`src/rtl/am2901_seq_pkg.sv`:
```
// Shared types and constants for the Am2901 microprogram sequencer.
// Covers opcodes, branch conditions, FSM states, microword field positions and the NOP word.
package am2901_seq_pkg;

  typedef enum logic [2:0] {
    OpCont  = 3'd0,
    OpJmp   = 3'd1,
    OpCjmp  = 3'd2,
    OpJsr   = 3'd3,
    OpRts   = 3'd4,
    OpLdcnt = 3'd5,
    OpLoop  = 3'd6,
    OpHalt  = 3'd7
  } op_e;

  typedef enum logic [1:0] {
    CondOne = 2'd0,
    CondZ   = 2'd1,
    CondOvr = 2'd2,
    CondC4  = 2'd3
  } cond_e;

  typedef enum logic [1:0] {
    StIdle = 2'd0,
    StRun  = 2'd1,
    StHalt = 2'd2
  } state_e;

  localparam int unsigned ALU_LSB  = 0;
  localparam int unsigned ALU_MSB  = 8;
  localparam int unsigned A_LSB    = 9;
  localparam int unsigned A_MSB    = 12;
  localparam int unsigned B_LSB    = 13;
  localparam int unsigned B_MSB    = 16;
  localparam int unsigned CIN_BIT  = 17;
  localparam int unsigned OP_LSB   = 18;
  localparam int unsigned OP_MSB   = 20;
  localparam int unsigned COND_LSB = 21;
  localparam int unsigned COND_MSB = 22;
  localparam int unsigned POL_BIT  = 23;
  localparam int unsigned BR_LSB   = 24;
  localparam int unsigned BR_MSB   = 31;

  // alu_i = 9'b001_000_000, every other field zero (op decodes as CONT)
  localparam logic [31:0] NOP = 32'h0000_0040;

  localparam int unsigned STACK_DEPTH = 4;

endpackage

```
`src/rtl/seq_stack.sv`:
```
// Return-address LIFO for the sequencer; overflow/underflow are reported by the caller.
// Push when full and pop when empty are ignored here.
module seq_stack
  import am2901_seq_pkg::*;
(
  input  logic       clk,
  input  logic       rst,
  input  logic       clr,
  input  logic       push,
  input  logic       pop,
  input  logic [7:0] din,
  output logic [7:0] dout,
  output logic       empty,
  output logic       full
);

  localparam int unsigned SpW  = $clog2(STACK_DEPTH + 1);
  localparam int unsigned IdxW = $clog2(STACK_DEPTH);

  logic [7:0]      r_mem [STACK_DEPTH];
  logic [SpW-1:0]  r_sp;
  logic [IdxW-1:0] w_top;
  logic [SpW-1:0]  w_sp_dec;

  assign w_sp_dec = r_sp - 1'b1;
  assign w_top    = w_sp_dec[IdxW-1:0];
  assign empty    = (r_sp == '0);
  assign full     = (r_sp == SpW'(STACK_DEPTH));
  assign dout     = r_mem[w_top];

  always_ff @(posedge clk or posedge rst) begin
    if (rst) begin
      r_sp <= '0;
      for (int k = 0; k < STACK_DEPTH; k++) r_mem[k] <= '0;
    end else if (clr) begin
      r_sp <= '0;
    end else if (push && !full) begin
      r_mem[r_sp[IdxW-1:0]] <= din;
      r_sp                  <= r_sp + 1'b1;
    end else if (pop && !empty) begin
      r_sp <= w_sp_dec;
    end
  end

endmodule

```
`src/rtl/am2901_sequencer.sv`:
```
// Microprogram sequencer driving an Am2901 slice from a pipelined control store.
// Next address is combinational from the pipeline register, mpc and the slice flags.
module am2901_sequencer
  import am2901_seq_pkg::*;
(
  input  logic        clk,
  input  logic        rst,
  input  logic        run,
  output logic [7:0]  uaddr,
  input  logic [31:0] uword,
  output logic [8:0]  i,
  output logic [3:0]  a,
  output logic [3:0]  b,
  output logic        cin,
  input  logic        z,
  input  logic        ovr,
  input  logic        c4,
  output logic        busy,
  output logic        halted,
  output logic        err
);

  state_e      r_state, w_state_nxt;
  logic [31:0] r_pipe;
  logic [7:0]  r_mpc, r_cnt;
  logic        r_err;

  op_e         w_op;
  cond_e       w_cond;
  logic [7:0]  w_br, w_mpc_inc, w_next;
  logic        w_cond_true, w_exec, w_push, w_pop, w_start;
  logic [7:0]  w_stk_dout;
  logic        w_stk_empty, w_stk_full;

  assign w_op      = op_e'(r_pipe[OP_MSB:OP_LSB]);
  assign w_cond    = cond_e'(r_pipe[COND_MSB:COND_LSB]);
  assign w_br      = r_pipe[BR_MSB:BR_LSB];
  assign w_mpc_inc = r_mpc + 8'd1;
  assign w_exec    = (r_state == StRun);
  assign w_start   = (r_state == StIdle) && run;
  assign w_push    = w_exec && (w_op == OpJsr);
  assign w_pop     = w_exec && (w_op == OpRts);

  always_comb begin
    w_cond_true = 1'b0;
    unique case (w_cond)
      CondOne: w_cond_true = 1'b1;
      CondZ:   w_cond_true = z;
      CondOvr: w_cond_true = ovr;
      CondC4:  w_cond_true = c4;
    endcase
    w_cond_true = w_cond_true ^ r_pipe[POL_BIT];
  end

  always_comb begin
    w_next = w_mpc_inc;
    unique case (w_op)
      OpCont:  w_next = w_mpc_inc;
      OpJmp:   w_next = w_br;
      OpCjmp:  w_next = w_cond_true ? w_br : w_mpc_inc;
      OpJsr:   w_next = w_br;
      OpRts:   w_next = w_stk_empty ? w_mpc_inc : w_stk_dout;
      OpLdcnt: w_next = w_mpc_inc;
      OpLoop:  w_next = (r_cnt != 8'd0) ? w_br : w_mpc_inc;
      OpHalt:  w_next = r_mpc;
    endcase
  end

  assign uaddr = (r_state == StIdle) ? 8'd0 : w_next;

  always_comb begin
    w_state_nxt = r_state;
    unique case (r_state)
      StIdle:  if (run) w_state_nxt = StRun;
      StRun: begin
        if (!run)                  w_state_nxt = StIdle;
        else if (w_op == OpHalt)   w_state_nxt = StHalt;
      end
      StHalt:  if (!run) w_state_nxt = StIdle;
      default: w_state_nxt = StIdle;
    endcase
  end

  always_ff @(posedge clk or posedge rst) begin
    if (rst) r_state <= StIdle;
    else     r_state <= w_state_nxt;
  end

  // Side effects of the executing word apply even when run drops in the same cycle.
  always_ff @(posedge clk or posedge rst) begin
    if (rst) begin
      r_pipe <= NOP;
      r_mpc  <= '0;
      r_cnt  <= '0;
      r_err  <= 1'b0;
    end else begin
      unique case (r_state)
        StIdle: begin
          if (run) begin
            r_pipe <= uword;
            r_mpc  <= '0;
            r_cnt  <= '0;
            r_err  <= 1'b0;
          end
        end
        StRun: begin
          if (w_op == OpLdcnt)                     r_cnt <= w_br;
          else if (w_op == OpLoop && r_cnt != '0)  r_cnt <= r_cnt - 8'd1;
          if ((w_push && w_stk_full) || (w_pop && w_stk_empty)) r_err <= 1'b1;
          if (!run) begin
            r_pipe <= NOP;
            r_mpc  <= '0;
          end else if (w_op != OpHalt) begin
            r_pipe <= uword;
            r_mpc  <= uaddr;
          end
        end
        StHalt: begin
          if (!run) begin
            r_pipe <= NOP;
            r_mpc  <= '0;
          end
        end
        default: begin
          r_pipe <= NOP;
          r_mpc  <= '0;
        end
      endcase
    end
  end

  seq_stack u_stack (
    .clk   (clk),
    .rst   (rst),
    .clr   (w_start),
    .push  (w_push),
    .pop   (w_pop),
    .din   (w_mpc_inc),
    .dout  (w_stk_dout),
    .empty (w_stk_empty),
    .full  (w_stk_full)
  );

  assign i      = r_pipe[ALU_MSB:ALU_LSB];
  assign a      = r_pipe[A_MSB:A_LSB];
  assign b      = r_pipe[B_MSB:B_LSB];
  assign cin    = r_pipe[CIN_BIT];
  assign busy   = (r_state == StRun);
  assign halted = (r_state == StHalt);
  assign err    = r_err;

endmodule

```
`config.mk`:
```
export PLATFORM = sky130hd
export DESIGN_NAME = am2901_sequencer
export DESIGN_NICKNAME = d
export VERILOG_FILES = /design/src/rtl/am2901_seq_pkg.sv /design/src/rtl/seq_stack.sv /design/src/rtl/am2901_sequencer.sv
export SDC_FILE = /design/constraint.sdc
export NUM_CORES = 1
export LEC_CHECK = 0
export CORE_MARGIN = 4
export CORE_UTILIZATION = 58
export DETAILED_ROUTE_END_ITERATION = 16
export GPL_ROUTABILITY_DRIVEN = 0
export PLACE_DENSITY = 0.9
export SLEW_MARGIN = 15
export SYNTH_ARGS = -nofsm -noshare
export SYNTH_HDL_FRONTEND = slang
export SYNTH_HIERARCHICAL = 1
export SYNTH_SLANG_ARGS = --single-unit
```
`constraint.sdc`:
```
create_clock -name clk -period 4.2 [get_ports clk]
set_clock_uncertainty 0.15 [all_clocks]
set_input_delay 0.63 -clock clk [delete_from_list [all_inputs] [get_ports clk]]
set_output_delay 0.63 -clock clk [all_outputs]
set_load 0.01 [all_outputs]
```
==> impl_metrics.csv, run 1 <==
group,metric,value,unit
run,drv_cap,0,
setup_path,required,3.42,ns
placed_design,port_buffers,66,
global_route,grt_overflow,0,
clocking,cts_sinks,86,
timing,period_minus_slack,3.87,ns
timing,hold_viol,0,
global_route,met2_usage,41.0,%
yosys,synth_cell_types,65,
final_layout,fillers,567,
floorplanning,die_area,10100,sq um
power,ir_drop,0.309,mV
yosys,netlist_area,4980,sq um
hold_path,hold_class,"register to register",
floorplanning,initial_core_util,60.1,%
power,seqPwrFrac,37.2,%
clocking,cts_buffers,9,
route,wl_per_cell,18.2,um
yosys,synth_nets,547,
final_layout,drive_gt1_share,16.8,%
route,viasPerCell,6.21,
timing,setup_viol,0,
setup_path,start_kind,"register",
clocking,hold_buffers,0,
global_route,use_met1,33.8,%
clocking,cts.repair.resized,0,
timing,maxSlewHeadroom,28.2,%
power,clockPowerShare,16.4,%
floorplanning,ios,67,
clocking,post-cts-setup-buffer-count,0,
power,cellLeakagePower,2.55,nW
clocking,h-tree-depth,3,
final_layout,layout.nets,588,
placed_design,hpwl,8430,um
final_layout,area_delta_synth_final,14.9,%
timing,fin_crit_sh,92.2,%
global_route,met3_usage,5.12,%
clocking,cts_tree,"yes",
setup_path,crit_path_end_kind,"primary output",
yosys,synth_seq_area_share,43.2,%
route,vias,4052,
clocking,cts_buffer_depth,2,
power,swShare,41.9,%
route,drc,0,
setup_path,critPathMaxFanout,4,
global_route,grt_pass1_vias,4085,
timing,maxSlewViolCount,0,
floorplanning,fp.dieW,101,um
setup_path,critPathKind,"register to primary output",
route,drtAntennaViolNets,0,
clocking,clock_latency,0.36,ns
route,drt_iter0_drc,351,
power,combPwrFrac,46.4,%
yosys,synth_edf_count,0,
timing,worst_pin_slew,1.08,ns
status,outcome,"complete, no violations",
global_route,grt_antenna_before_repair,0,
placed_design,dpl.cell_count,636,
global_route,grt.total_usage,25.0,%
yosys,synthCells,501,
power,p_int,1.94,mW
final_layout,final_cells,652,
global_route,grt_first_pass_wirelength,20200,um
timing,rsz0062_at_grt,"false",
timing,fin_setup_tns,0,ns
setup_path,critPathArrivalTime,3.09,ns
floorplanning,core,8300,sq um
floorplanning,rows,33,
clocking,clock-root-buffer,"clkbuf_8",
power,p_sw,1.40,mW
timing,max_freq,258,MHz
global_route,grt_start_max_net_pins,52,
yosys,synth-main-ff-cell,"dfrtp_1",
clocking,clkTransAtPathRegs,0.09,ns
yosys,yosys_warnings,6,
final_layout,n_antenna_cell,0,
route,routed_wl,11900,um
yosys,syn_area_per_cell,9.95,sq um
route,drt_first_pass_iters,5,
power,powerDensity,584,nW/um^2
yosys,synthArstFlopShare,100,%
global_route,grt.busiest_layer,"met2",
floorplanning,die_h,101,um
yosys,ys_ff_latch,86,
-- sequential cells by signal, summed over array words and instances (netlist names) --
name / count
r_pipe: 32
r_cnt: 8
err: 1
u_stack/r_sp: 3
u_stack/r_mem: 32
r_mpc: 8
r_state: 2
-- kinds of logic (layout without fill, tap and decap cells) --
logic type               after synthesis  count (layout)  synth area share, %
AND/OR/NAND/NOR                      180             180                 19.0
AO/OA/AOI/OAI                        123             123                 16.7
flip-flops                            86              86                 43.2
buffers and inverters                 57             103                 6.93
multiplexers                          41              41                 11.0
adder cells (fa/ha/maj)                8               8                 2.01
XOR/XNOR                               6               6                 1.05
-- worst paths after layout --
| path | start | endpoint | slack, ns | depth (start not counted) |
|---|---|---|---|---|
| max in group asynchronous | rst | r_mpc[5] | 2.75 | 2 |
| worst min register to register | r_pipe[17] | r_pipe[17] | 0.34 | 2 |
| min in group asynchronous | rst | u_stack/r_mem[26] | 0.56 | 3 |
| worst max-delay path | u_stack/r_sp[1] | uaddr[0] | 0.33 | 9 |
| worst min-delay path | r_pipe[17] | r_pipe[17] | 0.34 | 2 |
| worst max register to register | r_state[0] | u_stack/r_mem[16] | 1.35 | 7 |
-- metrics by stage --
| step | hold slack (ns) | instance area, sq um | setup WS (ns) | power [mW] | utilization (%) |
|---|---|---|---|---|---|
| after CTS | 0.342 | 5720 | 0.309 | 3.34 | 69.0 |
| after global routing | 0.356 | 5730 | 0.0837 | 3.58 | 69.0 |
| after floorplan | 0.301 | 4980 | 1.07 | 2.36 | - |
| final | 0.337 | 5730 | 0.328 | 3.35 | 69.0 |
| after detailed placement | 0.320 | 5540 | 0.536 | 2.77 | 66.8 |
| after global placement | 0.311 | 5540 | 0.547 | 2.68 | 66.8 |
-- cells in the mapped netlist (2+ instances only) --
library cell | n | area, sq um
xnor2_1 | 4 | 35.0
o2bb2ai_1 | 5 | 43.8
and3_1 | 3 | 18.8
nand2_4 | 3 | 33.8
nor2b_1 | 9 | 56.3
nor3b_1 | 6 | 45.0
ha_1 | 8 | 100
o2111ai_1 | 2 | 17.5
clkbuf_1 | 8 | 30.0
nand3_1 | 9 | 45.0
nor3_1 | 12 | 60.1
buf_6 | 7 | 78.8
nor4_1 | 3 | 18.8
and2_4 | 3 | 26.3
nor2_1 | 14 | 52.6
o21ai_1 | 7 | 35.0
o31ai_1 | 7 | 52.6
o22ai_1 | 7 | 43.8
a221oi_2 | 7 | 105
nand2_1 | 92 | 345
buf_4 | 18 | 135
mux2_2 | 31 | 349
xor2_1 | 2 | 17.5
o211ai_1 | 4 | 30.0
or3_1 | 5 | 31.3
buf_2 | 9 | 45.0
a32oi_1 | 3 | 26.3
dfrtp_1 | 85 | 2130
or4b_1 | 2 | 20.0
inv_1 | 14 | 52.6
a211oi_1 | 3 | 22.5
a21oi_1 | 18 | 90.1
a31oi_1 | 2 | 12.5
o21ai_0 | 47 | 235
nand2b_1 | 3 | 18.8
nor4b_1 | 2 | 17.5
and3b_1 | 2 | 17.5
mux4_2 | 8 | 180
-- layout by cell type, fill, tap and decap left out, types with 8 or more instances in the layout --
cell type,n
nor3_1,12
clkbuf_8,9
nand2_1,92
inv_1,13
nand3_1,9
mux4_2,8
o21ai_0,47
mux2_2,31
ha_1,8
a21oi_1,17
nor2b_1,9
dfrtp_1,85
clkdlybuf4s50_1,66
nor2_1,14
-- cell type report --
type / instances / area, sq um / share of cell area, %
clock inverters: 7 / 56.3 / 0.983
repair buffers: 72 / 706 / 12.3
multi-input cells: 358 / 2500 / 43.6
clock buffers: 9 / 124 / 2.16
flip-flops and latches: 86 / 2150 / 37.6
well taps: 105 / 131 / 2.29
inverters: 15 / 57.6 / 1.01
-- power groups by stage --
stage                     Combinational, mW  Sequential [mW]  Clock [mW]
after floorplan                        1.20             1.16           0
after global placement                 1.45             1.23           0
after detailed placement               1.53             1.25           0
after CTS                              1.54             1.23       0.562
after global routing                   1.70             1.27       0.604
final                                  1.55             1.25       0.549
-- worst max-delay path, cell delays in order (launching register included) --
cell             delay, ns
dfrtp_1               0.39
inv_1                 0.10
ha_1                  0.33
mux4_2                0.51
nor2b_1               0.15
o211ai_1              0.22
o2111ai_1             0.17
a31oi_1               0.29
nor2_1                0.07
clkdlybuf4s50_1       0.51
-- per-layer routing --
| metal | wire, um | vias up | part of all wire, % |
|---|---|---|---|
| met5 | 0 | - | 0 |
| met4 | 212 | 0 | 1.8 |
| met3 | 952 | 25 | 8.0 |
| met2 | 5950 | 194 | 50 |
| met1 | 4770 | 1967 | 40 |
| li1 | - | 1866 | - |
Note: power is estimated with default switching activity, not from simulation.
==> run 2, diff against run 1 <==
- CORE_UTILIZATION: 58 -> 56
- PLACE_DENSITY: 0.9 -> 0.87
- SLEW_MARGIN: 15 -> not set
- clock period: 4.2 -> 4.4 ns (I/O delays scaled with it)
==> impl_metrics.csv, run 2 (synthesis results as in run 1) <==
group,metric,value,unit
final_layout,area_delta_synth_final,15.1,%
power,cellLeakagePower,2.55,nW
power,ir_drop,0.246,mV
final_layout,mostFrequentLayoutCells,"92 x nand2_1, 85 x dfrtp_1, 66 x clkdlybuf4s50_1",
route,drt_first_pass_iters,5,
setup_path,crit_path_end_kind,"primary output",
global_route,grt_first_pass_wirelength,19200,um
clocking,clock-root-buffer,"clkbuf_8",
final_layout,seqCellArea,2150,sq um
setup_path,critPathMaxFanout,7,
global_route,grt_start_max_net_pins,36,
global_route,grt.total_usage,23.4,%
final_layout,reg_top3,"r_pipe (32), u_stack/r_mem (32)",
global_route,use_met1,32.5,%
setup_path,worstPathCellList,"inv_1, ha_1, nor2b_1, nor4b_2, nand2_1, o21ai_0, a221oi_2, nor3_1, clkdlybuf4s50_1",
placed_design,port_buffers,66,
final_layout,multi_input_area,2500,sq um
setup_path,critPathTopFamily,"simple AND/OR/NAND/NOR gates",
setup_path,start_kind,"register",
hold_path,hold_class,"register to register",
clocking,cts_buffer_depth,2,
setup_path,critPathBufInv,2,
floorplanning,die_area,10500,sq um
run,drv_cap,0,
final_layout,final_common_cell,"nand2_1",
global_route,met2_usage,36.5,%
floorplanning,rows,34,
timing,hold_viol,0,
timing,period_minus_slack,3.96,ns
floorplanning,fp.dieW,102,um
route,drt_iter0_drc,290,
final_layout,drive_gt1_share,17.0,%
timing,maxSlewViolCount,0,
setup_path,slowest_delay,0.62,ns
status,outcome,"complete, no violations",
floorplanning,initial_core_util,57.4,%
power,powerDensity,553,nW/um^2
floorplanning,core,8680,sq um
route,routed_wl,11900,um
setup_path,critPathArrivalTime,3.15,ns
placed_design,hpwl,8520,um
setup_path,required,3.59,ns
clocking,cts.repair.resized,0,
clocking,h-tree-depth,3,
clocking,clkTransAtPathRegs,0.09,ns
route,wl_per_cell,18.2,um
clocking,post-cts-setup-buffer-count,0,
floorplanning,ios,67,
clocking,hold_buffers,0,
timing,max_freq,253,MHz
final_layout,n_antenna_cell,0,
clocking,cts_tree,"yes",
timing,setup_viol,0,
placed_design,dpl.cell_count,640,
clocking,cts_sinks,86,
setup_path,reg2reg_depth,6,
final_layout,final_area,5740,sq um
hold_path,min_delay_path_depth,2,
global_route,grt_overflow,0,
setup_path,cp.depth,9,
setup_path,crit_path_top_delay_cell,"clkdlybuf4s50_1",
final_layout,final_cells,656,
placed_design,dpl-instance-area,5560,sq um
final_layout,fillers,684,
final_layout,layout.nets,589,
global_route,grt_pass1_vias,3903,
timing,worst_pin_slew,0.896,ns
timing,maxSlewHeadroom,40.0,%
timing,fin_setup_tns,0,ns
route,drtAntennaViolNets,0,
timing,rsz0062_at_grt,"false",
route,drc,0,
clocking,clock_latency,0.36,ns
setup_path,critPathKind,"register to primary output",
clocking,cts_buffers,9,
floorplanning,die_h,102,um
route,viasPerCell,6.16,
timing,fin_crit_sh,90.0,%
global_route,grt.busiest_layer,"met2",
global_route,met3_usage,3.96,%
global_route,grt_antenna_before_repair,0,
route,vias,4042,
==> run 2: cell count changes in the layout (fill, tap and decap cells not counted) <==
cell and delta:
buf_4 +1, clkinv_2 -1, inv_2 +1
==> run 2: worst register-to-register path: stages, from the launching register on <==
cell and delay (ns):
dfrtp_1 0.48, nor2_1 0.23, nand2_1 0.26, inv_1 0.22, nand2b_4 0.22, nor2b_1 0.71, mux2_2 0.42
==> run 2: layout make-up <==
| type | count | share of cell area [%] |
|---|---|---|
| clock buffer | 9 | 2.16 |
| clock inverter | 7 | 0.982 |
| inverter | 15 | 0.982 |
| multi-input combinational | 358 | 43.5 |
| sequential | 86 | 37.5 |
| tap | 108 | 2.36 |
| timing repair buffer | 73 | 12.4 |
==> run 2: per-layer routing <==
layer	vias up	share of wire, %
met5	-	0
met4	0	3.0
met3	38	7.4
met2	188	49
met1	1952	41
li1	1864	-
==> run 2: path summary, 6_finish.rpt <==
kind | startpoint | endpoint | slack, ns
worst max-delay path | u_stack/r_sp[1] | uaddr[5] | 0.44
worst min-delay path | r_pipe[3] | r_pipe[3] | 0.33
worst max register to register | r_state[0] | u_stack/r_mem[24] | 1.60
worst min register to register | r_pipe[3] | r_pipe[3] | 0.33
min in group asynchronous | rst | r_mpc[4] | 0.54
max in group asynchronous | rst | r_pipe[6] | 2.76
==> run 2: power breakdown <==
| group | total [mW] | switching, mW | internal, mW | leakage (nW) |
|---|---|---|---|---|
| Sequential | 1.19 | 0.217 | 0.969 | 1.13 |
| Combinational | 1.46 | 0.791 | 0.671 | 1.32 |
| Clock | 0.523 | 0.308 | 0.214 | 0.0963 |
==> run 2: metrics by stage <==
step	hold slack, ns	power, mW	worst slack, ns	util (%)
6_report	0.334	3.17	0.440	66.1
5_1_grt	0.366	3.38	0.232	66.1
4_1_cts	0.342	3.16	0.459	66.1
3_5_place_dp	0.319	2.63	0.566	64.0
3_3_place_gp	0.311	2.56	0.655	64.0
2_1_floorplan	0.301	2.25	1.24	-
==> run 3, diff against run 2 <==
- GPL_TIMING_DRIVEN: not set -> 0
- SYNTH_HIERARCHICAL: 1 -> not set
==> impl_metrics.csv, run 3 <==
group,metric,value,unit
yosys,synth_cell_types,68,
yosys,synthCells,530,
setup_path,crit_path_top_delay_cell,"mux4_2",
yosys,synth.area.top_cells,"dfrtp_1 43%, nand2_1 8.0%, o21ai_1 5.0%",
hold_path,hold_class,"register to register",
timing,period_minus_slack,4.24,ns
final_layout,mostFrequentLayoutCells,"106 x nand2_1, 85 x dfrtp_1, 66 x clkdlybuf4s50_1",
yosys,syn_area_per_cell,9.43,sq um
final_layout,drive_gt1_share,16.0,%
yosys,synthArstFlopShare,100,%
yosys,yosysTopAreaCell,"dfrtp_1",
route,drt_iter0_drc,519,
setup_path,slowest_delay,0.54,ns
yosys,netlist_area,5000,sq um
yosys,yosys_warnings,0,
route,drc,0,
setup_path,start_kind,"register",
final_layout,n_antenna_cell,0,
floorplanning,die_h,102,um
setup_path,r2r-start,"u_stack.r_sp[0]",
hold_path,hold_start,"r_pipe[6]",
yosys,synth_seq_area_share,43.1,%
setup_path,critPathTopFamily,"buffers and inverters",
setup_path,cp.depth,10,
setup_path,required,3.59,ns
global_route,grt_first_pass_wirelength,21600,um
clocking,clock_latency,0.36,ns
route,drt_first_pass_iters,5,
setup_path,critPathMaxFanout,10,
yosys,synth_commonest_cells,"106 x nand2_1, 85 x dfrtp_1, 50 x o21ai_1, 21 x buf_2, 18 x buf_4",
timing,hold_viol,0,
timing,maxSlewViolCount,0,
route,drtAntennaViolNets,0,
route,viasPerCell,6.18,
final_layout,layout.nets,654,
final_layout,area_delta_synth_final,20.7,%
setup_path,reg2reg_depth,9,
setup_path,r2r_setup_slack,1.56,ns
clocking,hold_buffers,0,
clocking,clkTransAtPathRegs,0.10,ns
clocking,cts_sinks,86,
clocking,clock-root-buffer,"clkbuf_8",
setup_path,critPathKind,"register to primary output",
floorplanning,initial_core_util,57.3,%
timing,fin_setup_tns,0,ns
setup_path,critPathBufInv,4,
yosys,synth_nets,576,
setup_path,setup.worst_path.end,"uaddr[3]",
run,drv_cap,0,
global_route,grt_pass1_vias,4505,
setup_path,crit_path_end_kind,"primary output",
final_layout,reg_top3,"r_pipe (32), u_stack.r_mem (32)",
floorplanning,ios,67,
setup_path,r2r_end,"r_mpc[3]",
placed_design,hpwl,9520,um
timing,worst_hold_slack,0.314,ns
status,outcome,"complete, no violations",
clocking,cts_buffer_depth,2,
timing,setup_viol,0,
global_route,grt.total_usage,26.1,%
global_route,grt_antenna_before_repair,0,
yosys,synth_edf_count,0,
timing,rsz0062_at_grt,"false",
floorplanning,rows,34,
global_route,grt_overflow,0,
yosys,yosysMostFrequentCell,"nand2_1",
setup_path,critPathArrivalTime,3.43,ns
yosys,ys_ff_latch,86,
floorplanning,fp.dieW,102,um
clocking,cts_tree,"yes",
yosys,synth_top_area_share,42.6,%
route,routed_wl,12800,um
setup_path,cp-startpoint,"u_stack.r_sp[0]",
final_layout,fin_util,69.2,%
placed_design,port_buffers,66,
power,powerDensity,548,nW/um^2
power,ir_drop,0.293,mV
route,wl_per_cell,17.8,um
clocking,h-tree-depth,3,
timing,fin_crit_sh,96.3,%
timing,worst_pin_slew,0.710,ns
route,vias,4453,
floorplanning,core,8720,sq um
final_layout,final_common_cell,"nand2_1",
global_route,grt_start_max_net_pins,45,
clocking,post-cts-setup-buffer-count,0,
clocking,cts_buffers,9,
timing,maxSlewHeadroom,52.3,%
floorplanning,die_area,10500,sq um
yosys,synth-main-ff-cell,"dfrtp_1",
power,cellLeakagePower,2.64,nW
timing,max_freq,236,MHz
setup_path,worstPathCellList,"clkbuf_4, inv_1, ha_1, buf_4, mux4_2, nand3_1, a21oi_1, a211oi_1, nor3_1, clkdlybuf4s50_1",
==> run 3: changes by cell type after synthesis, moves of 5 or more <==
cell and change:
buf_2 +12, nand2_1 +14, nand3_1 +6, a22o_1 +12, o21ai_1 +43, mux2_2 -29
mux2_1 +10, o21ai_0 -38, o2bb2ai_1 +5, o22ai_1 -5, a221oi_2 -7, buf_6 -6
==> run 3: through the flow <==
step	worst slack [ns]	cell area [sq um]	power [mW]	cells
global route	0.0320	6030	3.51	721
CTS	0.128	6020	3.28	721
global placement	0.141	5790	2.61	704
floorplan	1.37	5000	2.21	530
finish	0.161	6030	3.31	721
detailed placement	0.507	5810	2.69	705
==> run 3: cells by family after synthesis <==
| group | after synthesis | synth area share [%] |
|---|---|---|
| AO/OA/AOI/OAI | 145 | 20.2 |
| XOR/XNOR | 5 | 0.877 |
| adder cells (fa/ha/maj) | 8 | 2.00 |
| buffers and inverters | 66 | 7.21 |
| flip-flops | 86 | 43.1 |
| multiplexers | 25 | 7.34 |
| AND/OR/NAND/NOR | 195 | 19.3 |
==> run 3: worst min-delay path by stage <==
stage / to / slack (ns) / cells after the start
after global placement: r_pipe[6] / 0.30 / 2
after global routing: r_pipe[6] / 0.33 / 2
after floorplan: u_stack.r_mem[25] / 0.29 / 2
after CTS: r_pipe[6] / 0.32 / 2
final: r_pipe[6] / 0.31 / 2
after detailed placement: r_pipe[6] / 0.30 / 2
==> run 3: what timing repair did <==
action                     4_1_cts  5_1_grt
setup endpoints to repair        0        3
hold endpoints to repair         0        0
gates resized for setup          0        2
==> run 3: worst reg2reg max path, stage by stage (launching register included) <==
cell	delay, ns
dfrtp_1	0.43
clkbuf_4	0.26
inv_1	0.11
ha_1	0.35
buf_4	0.24
mux4_2	0.54
nand3_1	0.10
a21oi_1	0.08
a211oi_1	0.30
o31ai_1	0.12
==> run 3: area by class of cell <==
| class | instances | area [sq um] |
|---|---|---|
| buffer | 52 | 310 |
| clock buffer | 9 | 124 |
| fill | 621 | 2690 |
| multi-input combinational | 378 | 2490 |
| clock inverter | 7 | 86.3 |
| timing repair buffer | 67 | 681 |
| inverter | 14 | 55.1 |
| sequential | 86 | 2150 |
| tap | 108 | 135 |
==> run 3: routing by layer <==
| metal | wire, um | vias up | GRT usage (%) |
|---|---|---|---|
| met3 | 1210 | 31 | 6.69 |
| met4 | 265 | 0 | 8.68 |
| met1 | 5350 | 2134 | 35.8 |
| li1 | - | 2046 | - |
| met2 | 6010 | 242 | 40.7 |
| met5 | 0 | - | 0 |
==> run 3: report_power, final <==
group          total, mW  switching, mW  internal [mW]  leakage (nW)
Combinational       1.56          0.865          0.694          1.41
Clock              0.597          0.321          0.277         0.105
Sequential          1.15          0.172          0.977          1.13
